==> src/rtl/tier2_codestream_packer.sv <==
// -----------------------------------------------------------------------------
// tier2_codestream_packer
//
// Packs the byte stream of one tile codestream into OUT_BYTES-wide words,
// appends the EOC marker (0xFF 0xD9) and enforces a byte budget that always
// leaves room for that marker.  Bytes that would overrun the budget are
// dropped and flagged through 'truncated'.
//
// Ports
//   clk, rst            sole clock, synchronous active-high reset
//   start               one-cycle pulse, accepted only in IDLE
//   target_byte_number  byte budget including EOC, sampled on accepted start
//   in_valid/in_byte/in_last/in_ready  byte input handshake
//   output_to_fpga      packed word, first byte in the most-significant lane
//   output_address      byte address of output_to_fpga
//   write_en            per-lane strobe, one cycle per emitted word
//   busy, done          tile in progress / one-cycle completion pulse
//   truncated           budget was hit (valid with done, held until next start)
//   byte_count          bytes written for the tile, EOC included
// -----------------------------------------------------------------------------
module tier2_codestream_packer #(
    parameter int                    OUT_BYTES    = 4,
    parameter int                    ADDR_WIDTH   = 32,
    parameter int                    BUDGET_WIDTH = 20,
    parameter logic [ADDR_WIDTH-1:0] BASE_ADDR    = '0
) (
    input  logic                      clk,
    input  logic                      rst,
    input  logic                      start,
    input  logic [BUDGET_WIDTH-1:0]   target_byte_number,
    input  logic                      in_valid,
    input  logic [7:0]                in_byte,
    input  logic                      in_last,
    output logic                      in_ready,
    output logic [8*OUT_BYTES-1:0]    output_to_fpga,
    output logic [ADDR_WIDTH-1:0]     output_address,
    output logic [OUT_BYTES-1:0]      write_en,
    output logic                      busy,
    output logic                      done,
    output logic                      truncated,
    output logic [BUDGET_WIDTH-1:0]   byte_count
);

    localparam int LANE_W = $clog2(OUT_BYTES);
    localparam logic [LANE_W-1:0] LAST_LANE = LANE_W'(OUT_BYTES - 1);

    localparam logic [2:0] IDLE  = 3'd0;
    localparam logic [2:0] PACK  = 3'd1;
    localparam logic [2:0] EOC1  = 3'd2;
    localparam logic [2:0] EOC2  = 3'd3;
    localparam logic [2:0] FLUSH = 3'd4;
    localparam logic [2:0] DONE  = 3'd5;

    // The budget must at least hold the two EOC bytes.
    function automatic logic [BUDGET_WIDTH-1:0] sat_budget(input logic [BUDGET_WIDTH-1:0] t);
        if (t < BUDGET_WIDTH'(2)) return BUDGET_WIDTH'(2);
        return t;
    endfunction

    // Writing lane 0 starts a fresh word, so stale lanes are cleared and a
    // later partial flush carries zeros in the unused lanes.
    function automatic logic [8*OUT_BYTES-1:0] lane_insert(
        input logic [8*OUT_BYTES-1:0] cur,
        input logic [LANE_W-1:0]      lane,
        input logic [7:0]             b
    );
        logic [8*OUT_BYTES-1:0] w;
        w = (lane == '0) ? '0 : cur;
        for (int i = 0; i < OUT_BYTES; i++) begin
            if (int'(lane) == i) w[8*(OUT_BYTES-1-i) +: 8] = b;
        end
        return w;
    endfunction

    // Strobe the 'filled' most-significant lanes of a partial word.
    function automatic logic [OUT_BYTES-1:0] flush_strobe(input logic [LANE_W-1:0] filled);
        logic [OUT_BYTES-1:0] s;
        for (int i = 0; i < OUT_BYTES; i++) begin
            s[OUT_BYTES-1-i] = (i < int'(filled));
        end
        return s;
    endfunction

    logic [2:0]               state, state_nxt;
    logic [BUDGET_WIDTH-1:0]  budget_p0;
    logic [LANE_W-1:0]        lane_ptr, lane_nxt;
    logic [8*OUT_BYTES-1:0]   word_buf_p0, word_buf_nxt;
    logic [ADDR_WIDTH-1:0]    addr_p0;
    logic                     accept, keep, do_write, word_full;
    logic [7:0]               wr_byte;

    assign in_ready = (state == PACK);
    assign busy     = (state != IDLE) && (state != DONE);
    assign done     = (state == DONE);
    assign accept   = in_valid && in_ready;
    assign keep     = (byte_count < (budget_p0 - BUDGET_WIDTH'(2)));

    always_comb begin
        state_nxt = state;
        do_write  = 1'b0;
        wr_byte   = 8'h00;
        case (state)
            IDLE: if (start) state_nxt = PACK;
            PACK: begin
                if (accept) begin
                    do_write = keep;
                    wr_byte  = in_byte;
                    if (in_last) state_nxt = EOC1;
                end
            end
            EOC1: begin
                do_write  = 1'b1;
                wr_byte   = 8'hFF;
                state_nxt = EOC2;
            end
            EOC2: begin
                do_write  = 1'b1;
                wr_byte   = 8'hD9;
                state_nxt = (lane_ptr == LAST_LANE) ? DONE : FLUSH;
            end
            FLUSH:   state_nxt = DONE;
            DONE:    state_nxt = IDLE;
            default: state_nxt = IDLE;
        endcase
    end

    always_comb begin
        lane_nxt     = lane_ptr;
        word_buf_nxt = word_buf_p0;
        word_full    = 1'b0;
        if (do_write) begin
            word_buf_nxt = lane_insert(word_buf_p0, lane_ptr, wr_byte);
            word_full    = (lane_ptr == LAST_LANE);
            lane_nxt     = word_full ? '0 : lane_ptr + LANE_W'(1);
        end
    end

    // ---- stage p0: lane assembly; stage p1: registered word/strobe ----
    always_ff @(posedge clk) begin
        if (rst) begin
            state          <= IDLE;
            write_en       <= '0;
            output_to_fpga <= '0;
            output_address <= BASE_ADDR;
            addr_p0        <= BASE_ADDR;
            byte_count     <= '0;
            truncated      <= 1'b0;
            lane_ptr       <= '0;
        end else begin
            state    <= state_nxt;
            write_en <= '0;
            if (state == IDLE && start) begin
                lane_ptr   <= '0;
                byte_count <= '0;
                truncated  <= 1'b0;
                addr_p0    <= BASE_ADDR;
            end
            if (accept && !keep) truncated <= 1'b1;
            if (do_write) begin
                lane_ptr   <= lane_nxt;
                byte_count <= byte_count + BUDGET_WIDTH'(1);
            end
            if (word_full) begin
                output_to_fpga <= word_buf_nxt;
                write_en       <= '1;
                output_address <= addr_p0;
                addr_p0        <= addr_p0 + ADDR_WIDTH'(OUT_BYTES);
            end
            if (state == FLUSH) begin
                output_to_fpga <= word_buf_p0;
                write_en       <= flush_strobe(lane_ptr);
                output_address <= addr_p0;
                addr_p0        <= addr_p0 + ADDR_WIDTH'(OUT_BYTES);
                lane_ptr       <= '0;
            end
        end
    end

    // Data path registers carry no reset; lane 0 writes re-initialise them.
    always_ff @(posedge clk) begin
        if (state == IDLE && start) budget_p0 <= sat_budget(target_byte_number);
        if (do_write) word_buf_p0 <= word_buf_nxt;
    end

endmodule

==> config.mk <==
export PLATFORM = sky130hd
export DESIGN_NAME = tier2_codestream_packer
export DESIGN_NICKNAME = d
export VERILOG_FILES = /design/src/rtl/tier2_codestream_packer.sv
export SDC_FILE = /design/constraint.sdc
export NUM_CORES = 1
export LEC_CHECK = 0
export ABC_CLOCK_PERIOD_IN_PS = 7240
export CORE_ASPECT_RATIO = 0.9
export CORE_UTILIZATION = 30
export CTS_CLUSTER_SIZE = 28
export DETAILED_ROUTE_END_ITERATION = 8
export PLACE_DENSITY = 0.48
export SETUP_SLACK_MARGIN = 0.3
export SLEW_MARGIN = 10
export SYNTH_ARGS = -nofsm -noshare
export SYNTH_HDL_FRONTEND = slang
export SYNTH_SLANG_ARGS = --single-unit
==> constraint.sdc <==
create_clock -name clk -period 7.24 [get_ports clk]
set_input_delay 2.172 -clock clk [delete_from_list [all_inputs] [get_ports clk]]
set_output_delay 2.172 -clock clk [all_outputs]
set_load 0.05 [all_outputs]
==> results of run 1 <==
==> metrics by stage <==
step	instances	total power, mW	worst slack, ps	util [%]
finish	1359	2.21	1670	38.7
global route	1359	2.29	1080	38.7
CTS	1359	2.23	1640	38.7
detailed placement	1327	1.28	1680	36.5
global placement	1327	1.28	1870	36.5
floorplan	917	1.20	2590	-
==> sequential cells by signal (all words and copies together) (netlist names) <==
register        cells
output_to_fpga     32
output_address     30
word_buf_p0        32
addr_p0            30
budget_p0          20
lane_ptr            2
state               3
byte_count         20
truncated           1
write_en            4
==> critical path: cells and delay by family (launching register included) <==
family,cells,cell delay [ps]
flops,1,420
simple gates,8,2300
compound gates,4,1280
buf+inv,2,1020
fa+ha+maj,1,310
xor+xnor,1,150
==> logic make-up after synthesis <==
logic type	after synthesis	synth area share, %
adder cells (fa/ha/maj)	26	3.99
multiplexers	9	1.24
flip-flops	174	49.1
AND/OR/NAND/NOR	374	21.4
AO/OA/AOI/OAI	220	17.5
other	1	0.0460
XOR/XNOR	21	2.26
buffers and inverters	91	4.44
==> report_power, final <==
part | internal (mW) | total (mW) | leakage, nW | switching [mW]
Sequential | 1.04 | 1.06 | 1.47 | 0.0220
Clock | 0.501 | 0.953 | 0.297 | 0.452
Combinational | 0.0639 | 0.193 | 1.80 | 0.129
==> layout make-up <==
type / instances / area share, %
sequential: 174 / 39.2
clock inverter: 13 / 1.23
tap: 348 / 4.27
multi-input combinational: 652 / 37.2
inverter: 22 / 0.809
timing repair buffer: 131 / 12.6
clock buffer: 19 / 4.66
==> final timing paths <==
kind                                                         to  slack, ps
worst min-delay path            output_address[26]$_SDFFE_PP0P_        450
worst min register to register  output_address[26]$_SDFFE_PP0P_        450
worst max register to register       byte_count[8]$_SDFFE_PP0P_       1670
worst max-delay path                 byte_count[8]$_SDFFE_PP0P_       1670
==> layout by cell type, fill, tap and decap left out, types with 5 or more instances in the layout <==
cell type        netlist  layout
o211a_1                5       5
a22o_1                 8       8
mux2_2                 6       6
xnor2_1               13      13
nor2_1                65      65
nand4b_1               6       6
a22oi_1               11      11
clkbuf_16              0      19
inv_1                 21      21
o21ai_0               27      27
nand2b_1               9       9
dfxtp_1              122     122
xor2_1                 8       8
nand2_1              166     165
nor3_1                25      25
clkdlybuf4s50_1        0     121
a31oi_1                7       7
o211ai_1              16      16
buf_4                  3      10
a221o_1                8       8
edfxtp_1              52      52
nor4_1                14      14
inv_8                  0       6
a211oi_1               6       6
and3_1                17      17
nand3b_1               6       6
nand3_1               22      22
o41ai_1                6       6
ha_1                  26      26
a21oi_1               90      90
nand4_1               14      14
or3_1                  9       9
==> layer usage <==
layer  vias up  global-route usage [%]  share of wire (%)
met5         -                       0                  0
met4         0                    4.47                1.2
met3        24                    3.77                4.7
met2       153                    25.9                 45
met1      3266                    23.6                 50
li1       3465                       -                  -
==> flow_summary.toml, run 1 <==
[worst_setup_path]
cp_data_arrival_time_ps = 5930
crit_start = "budget_p0[5]$_SDFFCE_PN0P_"
cp_data_required_time_ps = 7600
start_kind = "register"
crit_chain = "nor4_1, nand2_1, nor3_1, nand2_1, xor2_1, ha_1, nand4_1, nor4_1, a32oi_2, nand3_1, o22a_1, inv_2, buf_4, nor2_1, o21ai_0, a21oi_1"
worstSetupPathType = "register to register"
end_kind = "register"
critPathMaxStageDelay_ps = 770
crit_fanout = 45
ff2ff_path_depth = 16
crit_slowest_cell = "o22a_1"
timing.rr.start = "budget_p0[5]$_SDFFCE_PN0P_"

[floorplanning]
rows = 56
die_area_um2 = 27800
die_w_um = 176
initial_core_util_pct = 30.9
io_pins = 125
die_h_um = 158
core_area_um2 = 26300

[clock_network]
cts_tree = "built"
cts_resized = 0
cts_buffer_depth = 2
holdBufCountCts = 0
post_cts_buffers = 0
cts-root-buf = "clkbuf_16"
cts.sinks = 174
cts_max_level = 4
worstSkewPairLatency_ps = 440
cts-buffers-inserted = 17
clkTransAtPathRegs_ps = 80

[synth]
syn_area_per_cell_um2 = 8.90
yosys-top-cells-area = "dfxtp_1 (30%), edfxtp_1 (19%), nand2_1 (7.6%)"
synth_seq_area_share_pct = 49.1
synth-edff-count = 52
synth_ff_type = "dfxtp_1"
syn-cell-area_um2 = 8150
ys_ff_latch = 174
ys_types = 63
synth_commonest_cells = "nand2_1 (166), dfxtp_1 (122), a21oi_1 (90)"
netlist_instances = 916
yosys.area.top_type = "dfxtp_1"
yosysMostFrequentCell = "nand2_1"
ys_warn_count = 0
synth_top_area_share_pct = 30.0
async_flop_share_pct = 0

[sta]
min_period_ps = 5570
drv_slew = 0
max_freq_ghz = 0.179
hold_viol = 0
setup_viol = 0
finClkSkew_ps = 11.9
hold_ws_ps = 451
tns_ps = 0
grt_setup_unrepaired = "false"
max_slew_margin_pct = 27.7
post-route-period-util_pct = 77.0
worst_pin_slew_ps = 1080

[place]
post_dp_cell_area_um2 = 9610
hpwl_um = 15600
gp_congestion = 0.779
io_buffers = 122

[global_route]
antenna_found_initial = 0
grt_pass1_wl_um = 36600
grt-ovfl-total = 0
grt_usage_pct = 16.8
grt_max_degree = 76
grt_pass1_vias = 6541

[routing]
drt-pass1-iter-count = 4
vias = 6908
drcViolationCount = 0
avgRoutedWirePerCell_um = 16.8
drt_wl_total_um = 22800
antenna_left = 0
viasPerCell = 5.08
dr.first_iter.drc_count = 461

[pwr]
power_density_nw_per_um2 = 216
ir_worst_vdd_mv = 0.146
p_leak_nw = 3.57

[layout]
n_antenna_cell = 0
design_area_um2 = 10200
multi_input_area_um2 = 3800
nets = 1057
fillerInstances = 2702
area_delta_synth_final_pct = 25.2
drive_gt1_share_pct = 5.84
seq_area_um2 = 4000

[job]
maxCapViolCount = 0

[outcome]
outcome = "completed"

[min_path]
worstHoldPathCells = 2
min-delay-start = "output_address[26]$_SDFFE_PP0P_"
hp-class = "register to register"
(Power assumes the default switching activity.)
==> run 2, diff against run 1 <==
ABC_CLOCK_PERIOD_IN_PS = 4810   (was 7240)
PLACE_DENSITY = 0.49   (was 0.48)
clock period = 4.81 ns   (was 7.24 ns; I/O delays follow)
==> run 2 against run 1 <==
Compared with the run above:
- sequential share of layout area is 0.43 points lower
- routed wire length is 0.85% higher
- via count is 0.49% higher
- design area is 1.1% higher
- sequential power is 51% higher
- worst setup slack worse by 1100 ps
- largest power group unchanged
- cell count is 0.66% higher
- combinational power is 60% higher
- register-to-register slack worse by 1100 ps
==> flow_summary.toml, run 2 (same netlist as run 1, synthesis figures left out) <==
[worst_setup_path]
timing.rr.start = "budget_p0[5]$_SDFFCE_PN0P_"
crit_start = "budget_p0[5]$_SDFFCE_PN0P_"
crit_fanout = 12
cp_data_required_time_ps = 5170
worstSetupPathType = "register to register"
start_kind = "register"
critPathMaxStageDelay_ps = 610
end_kind = "register"
crit_chain = "nor4_4, nand2_1, or3_1, nor3_1, xnor2_1, ha_1, nand4_1, nor2_1, a22oi_1, nand4_1, and2_2, or4_4, or3_1, a21oi_1"
cp_data_arrival_time_ps = 4570
crit_slowest_cell = "or4_4"

[global_route]
grt_pass1_wl_um = 36600
antenna_found_initial = 0
grt_max_degree = 67
grt_pass1_vias = 6579
grt_usage_pct = 16.8
grt-ovfl-total = 0

[pwr]
switching_share_pct = 26.7
clockPowerShare_pct = 41.9
p_int_mw = 2.40
ir_worst_vdd_mv = 0.225
p_leak_nw = 3.61
power_density_nw_per_um2 = 318
switchingPower_uw = 876
power_frac_comb_pct = 9.4
seq_power_share_pct = 48.8

[place]
io_buffers = 122
gp_congestion = 0.768
post-place-cells = 1334
hpwl_um = 15900
dpl_worst_slack_ps = 494

[sta]
grt_setup_unrepaired = "false"
drv_slew = 0
finalWorstSetupSlack_ps = 604
max_freq_ghz = 0.238
setup_viol = 0
hold_ws_ps = 450
tns_ps = 0
worst_pin_slew_ps = 724
post-route-period-util_pct = 87.4
max_slew_margin_pct = 51.7
finClkSkew_ps = 15.0
hold_viol = 0
min_period_ps = 4210

[layout]
n_antenna_cell = 0
final_common_cell = "nand2_1"
stdcell_count = 1368
nets = 1066
area_delta_synth_final_pct = 26.6
drive_gt1_share_pct = 6.86
layout_common_cells = "nand2_1 (165), dfxtp_1 (122), clkdlybuf4s50_1 (121), a21oi_1 (90), nor2_1 (64)"
top_regs = "output_to_fpga x32, word_buf_p0 x32"
utilization_pct = 39.2

[min_path]
hp-class = "register to register"
min-delay-start = "output_address[23]$_SDFFE_PP0P_"

[routing]
dr.first_iter.drc_count = 463
avgRoutedWirePerCell_um = 16.8
viasPerCell = 5.07
drt_wl_total_um = 23000
antenna_left = 0
drt-pass1-iter-count = 4
vias = 6942
drcViolationCount = 0

[clock_network]
cts_buffer_depth = 2
cts-buffers-inserted = 17
holdBufCountCts = 0
cts.sinks = 174
cts_tree = "built"
cts_max_level = 4
worstSkewPairLatency_ps = 440
clkTransAtPathRegs_ps = 80
cts-root-buf = "clkbuf_16"

[floorplanning]
initial_core_util_pct = 30.9
die_area_um2 = 27800
io_pins = 125
die_w_um = 176
core_area_um2 = 26300
die_h_um = 158
rows = 56

[outcome]
outcome = "completed"

[job]
maxCapViolCount = 0
## run 2: per-stage QoR
stage / total power [mW] / cell area (um2)
5_1_grt: 3.41 / 10300
3_5_place_dp: 1.94 / 9700
6_report: 3.28 / 10300
4_1_cts: 3.31 / 10300
3_3_place_gp: 1.94 / 9700
2_1_floorplan: 1.81 / 8160
## run 2: path summary, 6_finish.rpt
kind,endpoint,slack [ps],depth (start not counted)
worst min register to register,output_address[23]$_SDFFE_PP0P_,450,2
worst max register to register,addr_p0[31]$_SDFFE_PP0P_,600,14
worst min-delay path,output_address[23]$_SDFFE_PP0P_,450,2
worst max-delay path,addr_p0[31]$_SDFFE_PP0P_,600,14
## run 2: final cells by class
class                      instances  area [um2]
inverter                          22        82.6
tap                              348         435
timing repair buffer             140        1390
clock inverter                    12         128
clock buffer                      20         437
sequential                       174        4000
fill                            2739       16000
multi-input combinational        652        3840
## run 2: critical path, delay by kind of cell, from the launching register on
| family | cells | cell delay, ps |
|---|---|---|
| AND/OR/NAND/NOR | 10 | 2830 |
| adder cells (fa/ha/maj) | 1 | 260 |
| AO/OA/AOI/OAI | 2 | 430 |
| XOR/XNOR | 1 | 150 |
| flip-flops | 1 | 460 |
## run 2: power by group through the flow
stage | combinational (mW) | sequential (mW) | clock, mW
after floorplan | 0.181 | 1.63 | 0
after global placement | 0.307 | 1.63 | 0
after detailed placement | 0.307 | 1.63 | 0
after CTS | 0.307 | 1.60 | 1.41
after global routing | 0.338 | 1.60 | 1.47
final | 0.308 | 1.60 | 1.37
## run 2: repair_timing
item	CTS	global route
resized for setup	0	7
buffers inserted	0	2
setup endpoints to repair	0	78
hold endpoints to repair	0	0
## run 2: per-layer routing
| layer | share of wire (%) | global-route usage, % |
|---|---|---|
| met2 | 46 | 27.0 |
| met4 | 0.99 | 4.18 |
| met1 | 49 | 22.9 |
| met3 | 4.3 | 3.37 |
| met5 | 0 | 0 |
==> run 3, diff against run 2 <==
CORE_UTILIZATION = 49   (was 30)
PLACE_DENSITY = 0.74   (was 0.49)
==> run 3 against run 2 <==
Compared with the run above:
- critical path depth stayed put
- worst setup slack lost 1.2 ps
- first-iteration DRC count up 38%
- non-clock buffer count unchanged
- clock skew fell by 6.4 ps
- sequential power hardly changed
- sequential share of layout area grew 0.55 points
- via count increased by 3.0%
- utilization up 24 points
- die area decreased by 38%
==> flow_summary.toml, run 3 (same netlist as run 1, synthesis figures left out) <==
[global_route]
grt_pass1_wl_um = 33500
antenna_found_initial = 0
grt-ovfl-total = 0
grt_pass1_vias = 6538
grt_usage_pct = 24.9
grt_max_degree = 64

[place]
gp_congestion = 0.883
hpwl_um = 14000
dpl_worst_slack_ps = 379
post_dp_cell_area_um2 = 9490
io_buffers = 122

[routing]
antenna_left = 0
viasPerCell = 5.83
vias = 7153
avgRoutedWirePerCell_um = 16.7
drt-pass1-iter-count = 6
dr.first_iter.drc_count = 640
drt_wl_total_um = 20500
drcViolationCount = 0

[pwr]
p_leak_nw = 3.63
switchingPower_uw = 829
ir_worst_vdd_mv = 0.267
seq_power_share_pct = 47.3
power_frac_comb_pct = 8.8
p_int_mw = 2.56
clockPowerShare_pct = 43.9
power_density_nw_per_um2 = 333
switching_share_pct = 24.5

[clock_network]
cts_max_level = 4
cts_tree = "built"
cts-root-buf = "clkbuf_16"
cts-buffers-inserted = 17
cts.sinks = 174
clkTransAtPathRegs_ps = 70
cts_buffer_depth = 2
worstSkewPairLatency_ps = 430

[min_path]
min-delay-start = "output_address[22]$_SDFFE_PP0P_"
hp-class = "register to register"

[floorplanning]
die_area_um2 = 17200
die_w_um = 138
core_area_um2 = 16200
rows = 44
initial_core_util_pct = 50.4
die_h_um = 124
io_pins = 125

[sta]
setup_viol = 0
drv_slew = 0
worst_pin_slew_ps = 738
post-route-period-util_pct = 87.5
max_slew_margin_pct = 50.3
min_period_ps = 4210
tns_ps = 0
finClkSkew_ps = 8.62
finalWorstSetupSlack_ps = 603
max_freq_ghz = 0.238
hold_viol = 0
grt_setup_unrepaired = "false"

[worst_setup_path]
worstSetupPathType = "register to register"
crit_fanout = 12
crit_start = "budget_p0[9]$_SDFFCE_PN0P_"
cp_data_required_time_ps = 5170
start_kind = "register"
timing.rr.start = "budget_p0[9]$_SDFFCE_PN0P_"
cp_data_arrival_time_ps = 4570
end_kind = "register"

[outcome]
outcome = "completed"

[job]
maxCapViolCount = 0

[layout]
drive_gt1_share_pct = 7.06
area_delta_synth_final_pct = 24.8
top_regs = "output_to_fpga x32, word_buf_p0 x32"
n_antenna_cell = 0
design_area_um2 = 10200
nets = 1066
final_common_cell = "nand2_1"
layout_common_cells = "nand2_1 (165), dfxtp_1 (122), clkdlybuf4s50_1 (121), a21oi_1 (90), nor2_1 (64)"
utilization_pct = 62.9
-- run 3: cell count changes in the layout (fill, tap and decap cells not counted), moves of 2 or more --
| cell | change |
|---|---|
| inv_6 | -3 |
| buf_4 | +2 |
| clkbuf_1 | -2 |
| bufinv_16 | +3 |
| buf_12 | -3 |
-- run 3: through the flow --
step	total power, mW	hold WS, ps	std cells
floorplan	1.81	436	917
CTS	3.38	452	1226
global route	3.49	476	1227
finish	3.38	449	1227
global placement	1.91	441	1194
detailed placement	1.92	443	1194
-- run 3: cell type report --
class	count	area (um2)
multi-input cells	652	3840
fillers	1395	6010
inverters	22	87.6
repair buffers	140	1360
flip-flops and latches	174	4000
clock inverters	13	188
well taps	207	259
clock buffers	19	443
-- run 3: routing by layer --
| metal | vias to the layer above | share of wire (%) | track usage [%] |
|---|---|---|---|
| li1 | 3491 | - | - |
| met4 | 0 | 1.7 | 7.35 |
| met1 | 3405 | 46 | 34.3 |
| met2 | 225 | 46 | 38.9 |
| met3 | 32 | 5.7 | 5.45 |
| met5 | - | 0 | 0 |
-- run 3: repair_timing --
item	CTS	global route
hold buffers	0	0
endpoints found under the setup margin	1	124
resized for setup	1	10
hold endpoints to repair	0	0
buffers inserted	0	1
pin swaps	0	0
-- run 3: worst max-delay path: stages, from the launching register on --
cell      delay [ps]
edfxtp_1         430
nor4_2           370
nand2b_1         170
or3_1            430
nor4_1           250
xnor2_1          160
ha_1             240
nand4_1          130
nor2_1            70
a22oi_1          270
nand4_1          220
and2_2           250
or4_4            620
or3_1            380
a21oi_1          130
-- run 3: final timing paths --
path                                     endpoint  slack [ps]  cells after the start
setup / recovery         addr_p0[31]$_SDFFE_PP0P_         600                     14
hold / removal    output_address[22]$_SDFFE_PP0P_         450                      2
setup reg to reg         addr_p0[31]$_SDFFE_PP0P_         600                     14
hold reg to reg   output_address[22]$_SDFFE_PP0P_         450                      2
-- run 3: power groups by stage --
| stage | sequential [mW] | combinational, mW | clock, mW |
|---|---|---|---|
| 2_1_floorplan | 1.63 | 0.181 | 0 |
| 3_3_place_gp | 1.63 | 0.284 | 0 |
| 3_5_place_dp | 1.63 | 0.289 | 0 |
| 4_1_cts | 1.60 | 0.291 | 1.49 |
| 5_1_grt | 1.61 | 0.324 | 1.56 |
| 6_report | 1.60 | 0.297 | 1.49 |
